**src/rtl/mem_wb_stage_pkg.sv**
```systemverilog
`default_nettype none
// ============================================================================
// Module      : mem_wb_stage_pkg
// Description : Shared constants for the MEM->WB stage: reset/write levels,
//               bus widths, load-type codes and WB FSM state encodings.
// Revision    : 1.0 - initial release
// ============================================================================
package mem_wb_stage_pkg;

  localparam logic        RST_ENABLE   = 1'b1;
  localparam logic        WR_ENABLE    = 1'b1;
  localparam int          REG_BUS      = 32;
  localparam int          REG_ADDR_BUS = 5;
  localparam logic [31:0] ZERO_WORD    = 32'h0000_0000;

  // Load-type codes as presented by MEM; codes 5..7 are reserved (handled as LW)
  localparam logic [2:0] LD_LB  = 3'd0;
  localparam logic [2:0] LD_LBU = 3'd1;
  localparam logic [2:0] LD_LH  = 3'd2;
  localparam logic [2:0] LD_LHU = 3'd3;
  localparam logic [2:0] LD_LW  = 3'd4;

  // WB FSM state encoding
  localparam logic [0:0] WB_IDLE = 1'b0;
  localparam logic [0:0] WB_WAIT = 1'b1;

endpackage : mem_wb_stage_pkg
`default_nettype wire

```
**src/rtl/mem_wb_stage_load_align.sv**
```systemverilog
`default_nettype none
// ============================================================================
// Module      : wb_load_align
// Description : Combinational load-data aligner. Selects the byte/halfword
//               lane from a raw memory word, sign/zero-extends it, and flags
//               misaligned halfword/word accesses.
// Revision    : 1.0 - initial release
// ============================================================================
module wb_load_align
  import mem_wb_stage_pkg::*;
#(
  parameter int DATA_W = REG_BUS
) (
  input  logic [2:0]        ld_type_i,
  input  logic [1:0]        addr_lo_i,
  input  logic [DATA_W-1:0] rdata_i,
  output logic [DATA_W-1:0] data_o,
  output logic              misalign_o
);

  logic [7:0]  w_byte;
  logic [15:0] w_half;

  // Byte lane is the full offset, halfword lane is offset bit 1
  assign w_byte = rdata_i[{addr_lo_i, 3'b000} +: 8];
  assign w_half = rdata_i[{addr_lo_i[1], 4'b0000} +: 16];

  // Extend the selected lane and check natural alignment
  always_comb begin
    data_o     = rdata_i;
    misalign_o = 1'b0;
    case (ld_type_i)
      LD_LB: begin
        data_o = {{(DATA_W-8){w_byte[7]}}, w_byte};
      end
      LD_LBU: begin
        data_o = {{(DATA_W-8){1'b0}}, w_byte};
      end
      LD_LH: begin
        data_o     = {{(DATA_W-16){w_half[15]}}, w_half};
        misalign_o = addr_lo_i[0];
      end
      LD_LHU: begin
        data_o     = {{(DATA_W-16){1'b0}}, w_half};
        misalign_o = addr_lo_i[0];
      end
      default: begin
        // LW and reserved codes: whole word, must be word aligned
        data_o     = rdata_i;
        misalign_o = (addr_lo_i != 2'b00);
      end
    endcase
  end

endmodule : wb_load_align
`default_nettype wire

```
**src/rtl/mem_wb_stage.sv**
```systemverilog
`default_nettype none
// ============================================================================
// Module      : mem_wb_stage
// Description : MEM->WB pipeline stage and sole driver of the register-file
//               write port. Retires ALU results after one cycle, waits on a
//               variable-latency data memory for loads (stalling upstream),
//               aligns/extends load data and reports misalign/timeout errors.
//               Optional macro WB_PERF_CNT_EN adds retire/stall counters.
// Revision    : 1.0 - initial release
// ============================================================================
module mem_wb_stage
  import mem_wb_stage_pkg::*;
#(
  parameter int DATA_W  = REG_BUS,
  parameter int RADDR_W = REG_ADDR_BUS,
  parameter int LAT_MAX = 15
) (
  input  logic               clk,
  input  logic               rst,
  input  logic               flush,
  input  logic               mem_valid,
  input  logic               mem_we,
  input  logic [RADDR_W-1:0] mem_waddr,
  input  logic [DATA_W-1:0]  mem_wdata,
  input  logic               mem_is_load,
  input  logic [2:0]         mem_ld_type,
  input  logic [1:0]         mem_addr_lo,
  input  logic               dmem_rvalid,
  input  logic [DATA_W-1:0]  dmem_rdata,
  output logic               stall_req,
  output logic               wb_we,
  output logic [RADDR_W-1:0] wb_waddr,
  output logic [DATA_W-1:0]  wb_wdata,
  output logic               wb_retire,
  output logic               wb_err
`ifdef WB_PERF_CNT_EN
  ,
  output logic [31:0]        perf_retired,
  output logic [31:0]        perf_stall
`endif
);

  localparam int CNT_W = (LAT_MAX < 2) ? 1 : $clog2(LAT_MAX + 1);

  logic [0:0]         state_q, state_d;
  logic [CNT_W-1:0]   cnt_q, cnt_d;

  logic               ld_we_q;
  logic [RADDR_W-1:0] ld_waddr_q;
  logic [2:0]         ld_type_q;
  logic [1:0]         ld_addr_lo_q;
  logic               w_capture;

  logic               wb_we_q, wb_we_d;
  logic [RADDR_W-1:0] wb_waddr_q, wb_waddr_d;
  logic [DATA_W-1:0]  wb_wdata_q, wb_wdata_d;
  logic               wb_retire_q, wb_retire_d;
  logic               wb_err_q, wb_err_d;

  logic [2:0]         w_al_type;
  logic [1:0]         w_al_lo;
  logic [DATA_W-1:0]  w_ld_data;
  logic               w_misalign;
  logic               w_timeout;

  // In WAIT the aligner works on the captured load, in IDLE on MEM directly
  assign w_al_type = (state_q == WB_WAIT) ? ld_type_q    : mem_ld_type;
  assign w_al_lo   = (state_q == WB_WAIT) ? ld_addr_lo_q : mem_addr_lo;

  wb_load_align #(
    .DATA_W (DATA_W)
  ) u_align (
    .ld_type_i  (w_al_type),
    .addr_lo_i  (w_al_lo),
    .rdata_i    (dmem_rdata),
    .data_o     (w_ld_data),
    .misalign_o (w_misalign)
  );

  // Timeout fires in the WAIT cycle where the counter would reach LAT_MAX
  assign w_timeout = (state_q == WB_WAIT) && !dmem_rvalid &&
                     (cnt_q == CNT_W'(LAT_MAX - 1));

  // FSM state register
  always_ff @(posedge clk) begin
    if (rst == RST_ENABLE) state_q <= WB_IDLE;
    else                   state_q <= state_d;
  end

  // FSM next state: enter WAIT on an aligned load without same-cycle data
  always_comb begin
    state_d = state_q;
    case (state_q)
      WB_IDLE: begin
        if (mem_valid && mem_is_load && !w_misalign && !dmem_rvalid)
          state_d = WB_WAIT;
      end
      WB_WAIT: begin
        if (dmem_rvalid || w_timeout) state_d = WB_IDLE;
      end
      default: state_d = WB_IDLE;
    endcase
    if (flush) state_d = WB_IDLE;
  end

  // FSM outputs: stall, write-port next values, counter and capture strobe
  always_comb begin
    stall_req   = 1'b0;
    w_capture   = 1'b0;
    cnt_d       = cnt_q;
    wb_we_d     = 1'b0;
    wb_retire_d = 1'b0;
    wb_err_d    = 1'b0;
    wb_waddr_d  = wb_waddr_q;
    wb_wdata_d  = wb_wdata_q;
    if (flush) begin
      cnt_d = '0;
    end else begin
      case (state_q)
        WB_IDLE: begin
          if (mem_valid) begin
            if (!mem_is_load) begin
              wb_retire_d = 1'b1;
              wb_we_d     = (mem_we == WR_ENABLE) && (mem_waddr != '0);
              wb_waddr_d  = mem_waddr;
              wb_wdata_d  = mem_wdata;
            end else if (w_misalign) begin
              wb_err_d = 1'b1;
            end else if (dmem_rvalid) begin
              wb_retire_d = 1'b1;
              wb_we_d     = (mem_we == WR_ENABLE) && (mem_waddr != '0);
              wb_waddr_d  = mem_waddr;
              wb_wdata_d  = w_ld_data;
            end else begin
              stall_req = 1'b1;
              w_capture = 1'b1;
              cnt_d     = '0;
            end
          end
        end
        WB_WAIT: begin
          if (dmem_rvalid) begin
            wb_retire_d = 1'b1;
            wb_we_d     = ld_we_q && (ld_waddr_q != '0);
            wb_waddr_d  = ld_waddr_q;
            wb_wdata_d  = w_ld_data;
            cnt_d       = '0;
          end else if (w_timeout) begin
            stall_req = 1'b1;
            wb_err_d  = 1'b1;
            cnt_d     = '0;
          end else begin
            stall_req = 1'b1;
            cnt_d     = cnt_q + CNT_W'(1);
          end
        end
        default: cnt_d = '0;
      endcase
    end
  end

  // Write-port registers; pulses self-clear, address/data hold when idle
  always_ff @(posedge clk) begin
    if (rst == RST_ENABLE) begin
      cnt_q       <= '0;
      wb_we_q     <= 1'b0;
      wb_waddr_q  <= '0;
      wb_wdata_q  <= ZERO_WORD[DATA_W-1:0];
      wb_retire_q <= 1'b0;
      wb_err_q    <= 1'b0;
    end else begin
      cnt_q       <= cnt_d;
      wb_we_q     <= wb_we_d;
      wb_waddr_q  <= wb_waddr_d;
      wb_wdata_q  <= wb_wdata_d;
      wb_retire_q <= wb_retire_d;
      wb_err_q    <= wb_err_d;
    end
  end

  // Capture the pending load's destination and format when entering WAIT
  always_ff @(posedge clk) begin
    if (rst == RST_ENABLE) begin
      ld_we_q      <= 1'b0;
      ld_waddr_q   <= '0;
      ld_type_q    <= LD_LW;
      ld_addr_lo_q <= 2'b00;
    end else if (w_capture) begin
      ld_we_q      <= mem_we;
      ld_waddr_q   <= mem_waddr;
      ld_type_q    <= mem_ld_type;
      ld_addr_lo_q <= mem_addr_lo;
    end
  end

  assign wb_we     = wb_we_q;
  assign wb_waddr  = wb_waddr_q;
  assign wb_wdata  = wb_wdata_q;
  assign wb_retire = wb_retire_q;
  assign wb_err    = wb_err_q;

`ifdef WB_PERF_CNT_EN
  logic [31:0] perf_retired_q;
  logic [31:0] perf_stall_q;

  // Free-running wrap-around counters of retirements and stall cycles
  always_ff @(posedge clk) begin
    if (rst == RST_ENABLE) begin
      perf_retired_q <= '0;
      perf_stall_q   <= '0;
    end else begin
      if (wb_retire_q) perf_retired_q <= perf_retired_q + 32'd1;
      if (stall_req)   perf_stall_q   <= perf_stall_q + 32'd1;
    end
  end

  assign perf_retired = perf_retired_q;
  assign perf_stall   = perf_stall_q;
`endif

endmodule : mem_wb_stage
`default_nettype wire

```
**config.mk**
```make
export PLATFORM = sky130hd
export DESIGN_NAME = mem_wb_stage
export DESIGN_NICKNAME = d
export VERILOG_FILES = /design/src/rtl/mem_wb_stage_pkg.sv /design/src/rtl/mem_wb_stage_load_align.sv /design/src/rtl/mem_wb_stage.sv
export SDC_FILE = /design/constraint.sdc
export NUM_CORES = 1
export LEC_CHECK = 0
export CORE_ASPECT_RATIO = 0.7
export CORE_UTILIZATION = 48
export DETAILED_ROUTE_END_ITERATION = 10
export GPL_TIMING_DRIVEN = 0
export PLACE_DENSITY = 0.84
export SYNTH_ARGS = -nofsm -noshare
export SYNTH_HDL_FRONTEND = slang
export SYNTH_HIERARCHICAL = 1
export SYNTH_SLANG_ARGS = --single-unit
```
**constraint.sdc**
```tcl
create_clock -name clk -period 7.1 [get_ports clk]
set_clock_uncertainty 0.15 [all_clocks]
set_input_delay 1.42 -clock clk [delete_from_list [all_inputs] [get_ports clk]]
set_output_delay 1.42 -clock clk [all_outputs]
set_load 0.01 [all_outputs]
```
Yosys cells after proc, flatten, opt, wreduce, memory -nomap -nowiden
Index checks and enable logic that the tools add are counted.
{"block": "totals", "inputBits": 81, "elab_cells": 97, "output_inout_bits": 41, "reg_bits": 56}
{"block": "op_classes", "add_sub_neg": 1, "n_reduce_logical": 20, "bitwise": 2, "n_eq_ne": 11, "muxes": 50, "shift": 2}
{"cell": "$mux W32", "n": 4}
{"cell": "$pmux W32 S4", "n": 1}
{"cell": "$pmux W32 S2", "n": 1}
{"cell": "$shiftx A32 B6 Y16", "n": 1}
{"cell": "$shiftx A32 B6 Y8", "n": 1}
{"cell": "$mux W5", "n": 5}
{"cell": "$mux W4", "n": 6}
{"cell": "$mux W1", "n": 23}
{"cell": "$pmux W1 S2", "n": 6}
{"cell": "$ne A2 B2 Y1 const B", "n": 5}
{"cell": "$pmux W5 S2", "n": 1}
{"cell": "$reduce_bool A5 Y1", "n": 2}
{"cell": "$pmux W4 S2", "n": 1}
{"cell": "$logic_and A1 B1 Y1", "n": 7}
{"cell": "$eq A3 B2 Y1 const B", "n": 2}
{"cell": "$ne A3 B3 Y1 const B", "n": 2}
{"cell": "$reduce_or A2 Y1", "n": 3}
{"cell": "$reduce_and A5 Y1", "n": 1}
{"cell": "$add A4 B1 Y4 const B", "n": 1}
{"cell": "$eq A4 B4 Y1 const B", "n": 1}
{"cell": "$reduce_and A4 Y1", "n": 1}
{"cell": "$eq A3 B1 Y1 const B", "n": 1}
{"cell": "$logic_not A3 Y1", "n": 1}
{"cell": "$mux W3", "n": 1}
{"cell": "6 further kinds", "n": 8}

Depth between registers and ports, before layout
Gate-level depths: netlist (run 1).
{"block": "logic_depth", "depth_word": 9, "ltp_mapped": 13, "mapped_depth_nobuf": 9}

By module
The synthesis (run 1) kept the hierarchy.
{"module": "mem_wb_stage", "seq_area_each_um2": 1121.1, "area_each_um2": 2566.2, "n_inst": 1, "cells_each": 276}
{"module": "wb_load_align", "seq_area_each_um2": 0.0, "area_each_um2": 695.7, "n_inst": 1, "cells_each": 120}

Least setup slack after synthesis (run 1)
No wires, ideal clock.
{"block": "synth_timing", "kind": "input-to-output", "from": "in mem_addr_lo[1]", "to": "out stall_req", "required_ns": 5.530, "arrival_ns": 2.641, "path_slack_ns": 2.889, "path_buffers": 2, "cell_stages": 7, "path_cell_list": "mux2_2 buf_4 buf_2 nor2_1 nor2_1 nand4bb_4 a21oi_1"}
{"block": "synth_via", "elab_chain_len": 8}
{"element": "from (decl)", "line_no": "mem_wb_stage.sv:27", "rtl": "input logic [1:0] mem_addr_lo,"}
{"element": "$mux W2", "line_no": "mem_wb_stage.sv:68", "rtl": "assign w_al_lo = (state_q == WB_WAIT) ? ld_addr_lo_q : mem_addr_lo;"}
{"element": "$reduce_bool A2 Y1", "line_no": "mem_wb_stage_load_align.sv:50", "rtl": "misalign_o = (addr_lo_i != 2'b00);"}
{"element": "$pmux W1 S2", "line_no": "mem_wb_stage_load_align.sv:32", "rtl": "case (ld_type_i)"}
{"element": "via w_misalign", "line_no": "mem_wb_stage.sv:63", "rtl": "logic w_misalign;"}
{"element": "$mux W1", "line_no": "mem_wb_stage.sv:127", "rtl": "end else if (w_misalign) begin"}
{"element": "$mux W1", "line_no": "mem_wb_stage.sv:122", "rtl": "if (!mem_is_load) begin"}
{"element": "$mux W1", "line_no": "mem_wb_stage.sv:121", "rtl": "if (mem_valid) begin"}
{"element": "$pmux W1 S2", "line_no": "mem_wb_stage.sv:119", "rtl": "case (state_q)"}
{"element": "$mux W1", "line_no": "mem_wb_stage.sv:116", "rtl": "if (flush) begin"}
{"element": "to (decl)", "line_no": "mem_wb_stage.sv:30", "rtl": "output logic stall_req,"}
The timed path passes the listed nets, and every way through them passes these cells.

Final worst setup path (run 1)
{"block": "layout_timing", "from": "in mem_ld_type[2]", "to": "out stall_req"}
{"block": "layout_via", "elab_chain_len": 9, "word_cells_on_any_way": 13, "classes_between": "eq/ne: 3; mux: 7; reduce/logical: 3"}
{"element": "from (decl)", "line_no": "mem_wb_stage.sv:26", "rtl": "input logic [2:0] mem_ld_type,"}
{"element": "$mux W3 (*)", "line_no": "mem_wb_stage.sv:67", "rtl": "assign w_al_type = (state_q == WB_WAIT) ? ld_type_q : mem_ld_type;"}
{"element": "via w_al_type[2]", "line_no": "mem_wb_stage.sv:60", "rtl": "logic [2:0] w_al_type;"}
{"element": "$eq A3 B2 Y1 (tied with other cells)", "line_no": "mem_wb_stage_load_align.sv:32"}
{"element": "$reduce_or A2 Y1 (no line)"}
{"element": "$pmux W1 S2 (*)", "line_no": "mem_wb_stage_load_align.sv:32"}
{"element": "via w_misalign", "line_no": "mem_wb_stage.sv:63"}
{"element": "$mux W1 (*)", "line_no": "mem_wb_stage.sv:127"}
{"element": "$mux W1 (*)", "line_no": "mem_wb_stage.sv:122"}
{"element": "$mux W1 (*)", "line_no": "mem_wb_stage.sv:121"}
{"element": "$pmux W1 S2 (*)", "line_no": "mem_wb_stage.sv:119"}
{"element": "$mux W1 (*)", "line_no": "mem_wb_stage.sv:116"}
Mark *: on every way through the listed nets, which the timed path passes. The rest lies on a longest branch.

==> results of run 1 <==
==> power by group <==
| part | switching [µW] | internal, µW | total [µW] |
|---|---|---|---|
| clock network | 116 | 72.3 | 188 |
| registers | 6.54 | 325 | 332 |
| logic | 93.1 | 103 | 196 |
| total | 216 | 501 | 716 |
==> through the flow <==
step	power, µW	cell area (µm²)	cells	hold WS [ns]	utilization
6_report	716	4680	616	0.329	0.732
5_1_grt	747	4680	616	0.335	0.732
4_1_cts	718	4680	616	0.329	0.732
3_5_place_dp	530	4590	608	0.298	0.717
3_3_place_gp	526	4590	608	0.295	0.717
2_1_floorplan	434	3260	396	0.285	-
==> cells in the mapped netlist (all sizes together) (11+ instances only) <==
| cell | number |
|---|---|
| nor3 | 11 |
| and3 | 32 |
| a21oi | 53 |
| nor2 | 33 |
| clkbuf | 18 |
| mux2i | 15 |
| o21ai | 16 |
| mux2 | 14 |
| dfxtp | 56 |
| nand2 | 44 |
| buf | 14 |
| o2bb2ai | 33 |
==> cells by family after synthesis <==
group | Yosys count | share of synthesized area
flops | 56 | 0.344
buf+inv | 39 | 0.0583
mux | 29 | 0.0955
simple gates | 147 | 0.237
fa+ha+maj | 2 | 0.00767
compound gates | 123 | 0.258
==> per-layer routing <==
layer  routed length, µm  vias up  global-route usage
li1                    -     1693                   -
met1                4850     1707               0.397
met2                4910      180               0.495
met3                 847       18              0.0623
met4                 148        0              0.0773
met5                   0        -                   0
==> path summary, 6_finish.rpt <==
check                 startpoint            to  slack [ns]  depth (start not counted)
setup / recovery  mem_ld_type[2]     stall_req        1.68                         10
hold / removal      wb_wdata[15]  wb_wdata[15]        0.33                          1
setup reg to reg         state_q   wb_wdata[3]        3.56                         12
hold reg to reg     wb_wdata[15]  wb_wdata[15]        0.33                          1
==> sequential cells by signal (all words and copies together), names as in the netlist <==
register / flops
cnt_q: 4
ld_type_q: 3
state_q: 1
wb_waddr: 5
ld_addr_lo_q: 2
wb_retire: 1
wb_err: 1
ld_waddr_q: 5
wb_we: 1
wb_wdata: 32
ld_we_q: 1
==> final cells by class <==
class                      instances  share of cell area
sequential                        56               0.240
tap                               91              0.0243
buffer                            32              0.0350
clock buffer                       5              0.0147
inverter                           7             0.00561
clock inverter                     3             0.00535
timing repair buffer             121               0.259
multi-input combinational        301               0.417
==> results list, run 1 <==
- On the worst path, the slowest cell contributes a delay of 0.49 ns.
- Broken down by cell family, the worst path's largest delay share belongs to buffers and inverters.
* Post-CTS clock slew at the launch and capture registers of the worst setup and hold paths: 0.12 ns
- Clock H-tree levels: 2
* Most used cells in the layout excluding fill and tap cells: clkdlybuf4s50_1, dfxtp_1, a21oi_1
- Critical path class: input port to primary output
- After technology mapping, the gate count stands at 396.
* Count of inserted antenna diode cells: 0
* # port buffers: 121
- The later pin in the worst-skew pair is clocked with a latency of 0.32 ns.
- Filler cell count in the final layout: 522
- Global route total overflow: 0
* Path class of the lowest-slack min-delay path: register to register
- Traced cell by cell, the critical path runs through clkdlybuf4s50_1 -> inv_1 -> o21ai_0 -> buf_2 -> clkbuf_1 -> a21oi_1 -> nor2_1 -> nand4bb_4 -> a21oi_1 -> clkdlybuf4s50_1.
* Fraction of synthesis flops using an asynchronous set or reset pin: 0
* Maximum fanout count along the critical path: 10
- Measured against its own limit, the worst slew margin works out to 0.545.
- In this run, the number of DRC markers left after iteration 0 of detailed routing was 385.
- The synthesized design contains 0 enable-type register cells.
- Yosys top cell by area: dfxtp_1
* Share of the yosys chip area belonging to registers: 0.344
- The run finished with clean final reports.
- Share of the cycle needed by the critical path after routing: 0.763
- Summed over all cells, the static leakage comes to 0.00193 µW.
* Most common cell after layout, fill and taps aside: clkdlybuf4s50_1
- The routed design has 10.8 mm of wire.
- Horizontal extent of the die: 101 µm
* Detailed-route via count: 3598
- TNS Setup: 0 ns
- In the synthesized netlist the dominant register cell turns out to be dfxtp_1.
- Max-slew violations: 0
- Crit path required time: 5.53 ns
- For this design the ratio of total power to cell area is 153 nW/µm².
- Synthesis-stage register bit count: 56
- Number of ports placed on the die boundary: 122
- The smallest clock period supported by the final layout is computed as 5.42 ns.
- CTS placed an instance of clkbuf_8 at the clock tree root.
- Antenna violations before repair: 0
- The floorplan has 24 rows.
- Routed Antenna Nets: 0
- Setup repair after global routing left no endpoint under its margin.
- Crit path buffers/inverters: 5
* Cells taking the most area after synthesis: dfxtp_1, o2bb2ai_1, a21oi_1
- After floorplanning, the core was sized to cover 6400 µm².
- Max Cap Violations: 0
* CTS tree: yes
* Area share of the largest cell type after synthesis: 0.344
- The number of nets in the synthesized netlist is 479.
- Across the VDD grid, the largest voltage drop is 0.103 mV.
- Largest net degree at the start of global routing: 20
* Number of warnings printed during yosys synthesis: 6
* Area used by multi-input combinational logic: 1950 µm²
- Fmax: 185 MHz
- Post-CTS sizing: 0
- Summing all flip-flop and latch instances after layout gives 1120 µm².
- After clock tree synthesis, the flow added hold-fix buffers numbering 0.
- The number of hold violations in the final report is 0.
- Height of the die: 71.0 µm
- Dividing the detail-routed wire length by the instance count gives 17.5 µm.
- Total Die Area: 7130 µm²
- Sort of element at the end of the critical path: primary output
- Proportion of layout cells with a drive suffix above 1: 0.0876
- Post-synthesis instance area: 3260 µm²
* Post-placement worst setup slack: 1.70 ns
- Via count of the first global-routing pass: 3477
- Average size of a mapped cell: 8.24 µm²
* Vias per inst: 5.84
- Setup slack closes at 1.68 ns.
* Total number of nets in the final design: 607
- Layout Area Growth over Synthesis: 43.5%
- Once detailed placement completed, the half-perimeter wirelength came to 8.25 mm.
- Endpoint arrival time on the critical path: 3.85 ns
- Slowest cell on the critical path: clkdlybuf4s50_1
* Effective utilization at floorplan: 0.510
- Longest Clk Path Bufs: 2
- Worst Tran Pin Value: 0.678 ns
- Once the clock tree was built, the setup fixing pass inserted 0 buffers.
* Final estimated routing congestion in global placement: 0.945
- For this run, the detailed router's first-pass iteration total came to 5.
- Wire length of the first global-routing pass: 16.8 mm
- Number of remaining DRC errors: 0
- In the global route stage, overall resource usage came out at 0.299.
* Clock buffers created by TritonCTS: 5
- Yosys mapped the design onto 46 distinct sky130hd cell types.
* Startpoint type of the worst setup path: input port
- Final setup violating endpoints: 0
* Number of sinks on the clock net: 56
No activity file was read; power rests on OpenSTA's default activity.
==> run 2, diff against run 1 <==
Settings changed: CORE_UTILIZATION 48 to 40, PLACE_DENSITY 0.84 to 0.74.
Clock period 7.1 ns to 4.4 ns, I/O delays scaled along.
==> results list, run 2 (synthesized netlist as in run 1, its figures left out) <==
* Number of buffers inserted for hold repair after clock tree synthesis: 0
- Post-DP HPWL: 8.18 mm
- Height of the die: 77.6 µm
* Fmax: 238 MHz
- Worst-skew pair later-pin latency: 0.29 ns
- For this run, global-route usage on met2 was measured as 0.403.
* Number of sinks on the clock net: 56
* Switching power total: 339 µW
* Minimum clock period after layout: 4.21 ns
- The signal on the critical path passes through clkdlybuf4s50_1 -> mux2_2 -> buf_4 -> buf_2 -> nor2_1 -> nor2_1 -> nand4bb_4 -> a21oi_1 -> clkdlybuf4s50_1.
* # port buffers: 121
* Routed Antenna Nets: 0
- In this run the worst hold path is classified as register to register.
- The number of antenna violations at the first check in global routing is 0.
- The total overflow left after global routing is 0.
- Across the VDD grid, the largest voltage drop is 0.179 mV.
- In this run the deepest clock path goes through 2 buffers.
* Final setup violating endpoints: 0
* Switching power share of the total: 0.251
- Effective utilization at floorplan: 0.414
- Max-slew violations: 0
* Endpoint arrival time on the critical path: 3.18 ns
- Summed over all layers, the routed wires come to 10.7 mm.
- In this run the worst path has a maximum fanout of 10.
- Setup repair after global routing left no endpoint under its margin.
- The critical path contains buffers and inverters numbering 4 combined.
- At the end of routability-driven placement, the weighted congestion stood at 0.963.
- Max-slew headroom: 0.562
- Top delay family on crit path: buffers and inverters
* Area of all placed cells without fillers: 4780 µm²
* Number of ports placed on the die boundary: 122
* Proportion of layout cells with a drive suffix above 1: 0.0860
* Clock H-tree levels: 2
- Count of TritonRoute iterations in the first routing pass: 5
- CTS tree: yes
* Busiest layer in global routing: met2
* TNS Setup: 0 ns
- STA classifies the critical path startpoint as an input port.
- For the pin with the worst max-slew slack, the measured transition is 0.649 ns.
- Global routing usage on met1: 0.342
- 0 antenna diodes ended up in the layout.
* Post-CTS clock slew at the launch and capture registers of the worst setup and hold paths: 0.07 ns
- Leaving out fill and tap cells, the most frequent cells in the layout are clkdlybuf4s50_1, dfxtp_1, a21oi_1.
* Vias per inst: 5.67
- For this design the ratio of total power to cell area is 283 nW/µm².
* Crit-path max cell delay: 0.55 ns
- Max reg flops: 32
- Routed wire length per instance: 17.1 µm
- Cell at the root of the clock tree: clkbuf_16
- Via count of the first global-routing pass: 3433
* Detailed-route via count: 3536
- Max Cap Violations: 0
* Share of the cycle needed by the critical path after routing: 0.957
* Filler cell count in the final layout: 711
- After floorplanning, the core was sized to cover 7870 µm².
- Most common cell after layout, fill and taps aside: clkdlybuf4s50_1
- Clock buffers created by TritonCTS: 5
* Total number of nets in the final design: 606
- The share of total power dissipated in the clock network is 0.373.
- Largest net degree at the start of global routing: 17
* Total GRT Usage: 0.249
- Summing all placed instances gives a cell area of 4600 µm².
* Number of remaining DRC errors: 0
- In the global route stage, met3 resource usage came out at 0.0345.
- Internal Power: 1010 µW
- After floorplanning, the core was divided into 27 placement rows.
- Layout Area Growth over Synthesis: 46.6%
* Critical path class: input port to primary output
- Gate power share: 0.232
- Sort of element at the end of the critical path: primary output
- DR iter-0 viols: 241
- The floorplan step defined a die boundary enclosing 8530 µm².
* Status: completed
* Final hold violations: 0
* Static Leakage: 0.00197 µW
- Horizontal extent of the die: 110 µm
* Wire length of the first global-routing pass: 16.6 mm
- Crit path required time: 3.37 ns
* Slowest cell on the critical path: clkdlybuf4s50_1
- Sequential cell fraction of total power: 0.395
## run 2: changes by cell type in the layout (fill, tap and decap cells not counted), sizes merged
cell and change:
inv -2, clkinvlp -1, bufinv +2, clkbuf -1
## run 2: timing repair
item,in CTS,in global routing
endpoints found under the hold margin,0,0
resized for setup,0,0
endpoints found under the setup margin,0,1
setup buffers,0,0
## run 2: final cells by class
cell class                 instances  area (µm²)  area share
multi-input combinational        301        1950       0.408
timing repair buffer             121        1210       0.253
sequential                        56        1120       0.234
buffer                            31         160      0.0335
tap                              101         126      0.0264
clock buffer                       5         125      0.0262
clock inverter                     2        60.1      0.0126
inverter                           7        26.3     0.00550
## run 2: power by group through the flow
stage          Combinational, µW  Clock [µW]  Sequential [µW]
2_1_floorplan                147           0              553
3_3_place_gp                 304           0              546
3_5_place_dp                 310           0              547
4_1_cts                      312         508              535
5_1_grt                      339         530              537
6_report                     314         505              535
## run 2: path summary, 6_finish.rpt
check | slack, ns | to | startpoint | cells after the start
hold reg to reg | 0.32 | wb_wdata[1] | wb_wdata[1] | 1
setup reg to reg | 0.98 | wb_wdata[3] | state_q | 12
setup / recovery | 0.19 | stall_req | mem_addr_lo[1] | 9
hold / removal | 0.32 | wb_wdata[1] | wb_wdata[1] | 1
## run 2: stage by stage
step | setup WS, ns | total power, µW | hold slack (ns) | utilization | std cells
after global routing | 0.0366 | 1410 | 0.332 | 0.607 | 624
final | 0.190 | 1350 | 0.318 | 0.607 | 624
after floorplan | 1.27 | 700 | 0.285 | - | 396
after CTS | 0.000860 | 1360 | 0.318 | 0.608 | 625
after detailed placement | 0.0148 | 856 | 0.299 | 0.584 | 618
after global placement | 0.0449 | 850 | 0.294 | 0.584 | 618
## run 2: worst reg2reg max path: cells and delay by family (launching register included)
kind / cells / cell delay (ns)
buf+inv: 5 / 1.16
simple gates: 4 / 1.02
flops: 1 / 0.46
compound gates: 2 / 0.40
mux: 1 / 0.17
## run 2: per-layer routing
layer	vias up	part of all wire
met5	-	0
met2	172	0.44
met1	1662	0.46
met3	14	0.084
met4	0	0.016
li1	1688	-
==> run 3, diff against run 2 <==
Settings changed: TNS_END_PERCENT from default to 1.
==> results of run 3 <==
No change in the layout: final DEF, timing and power equal those of run 2.
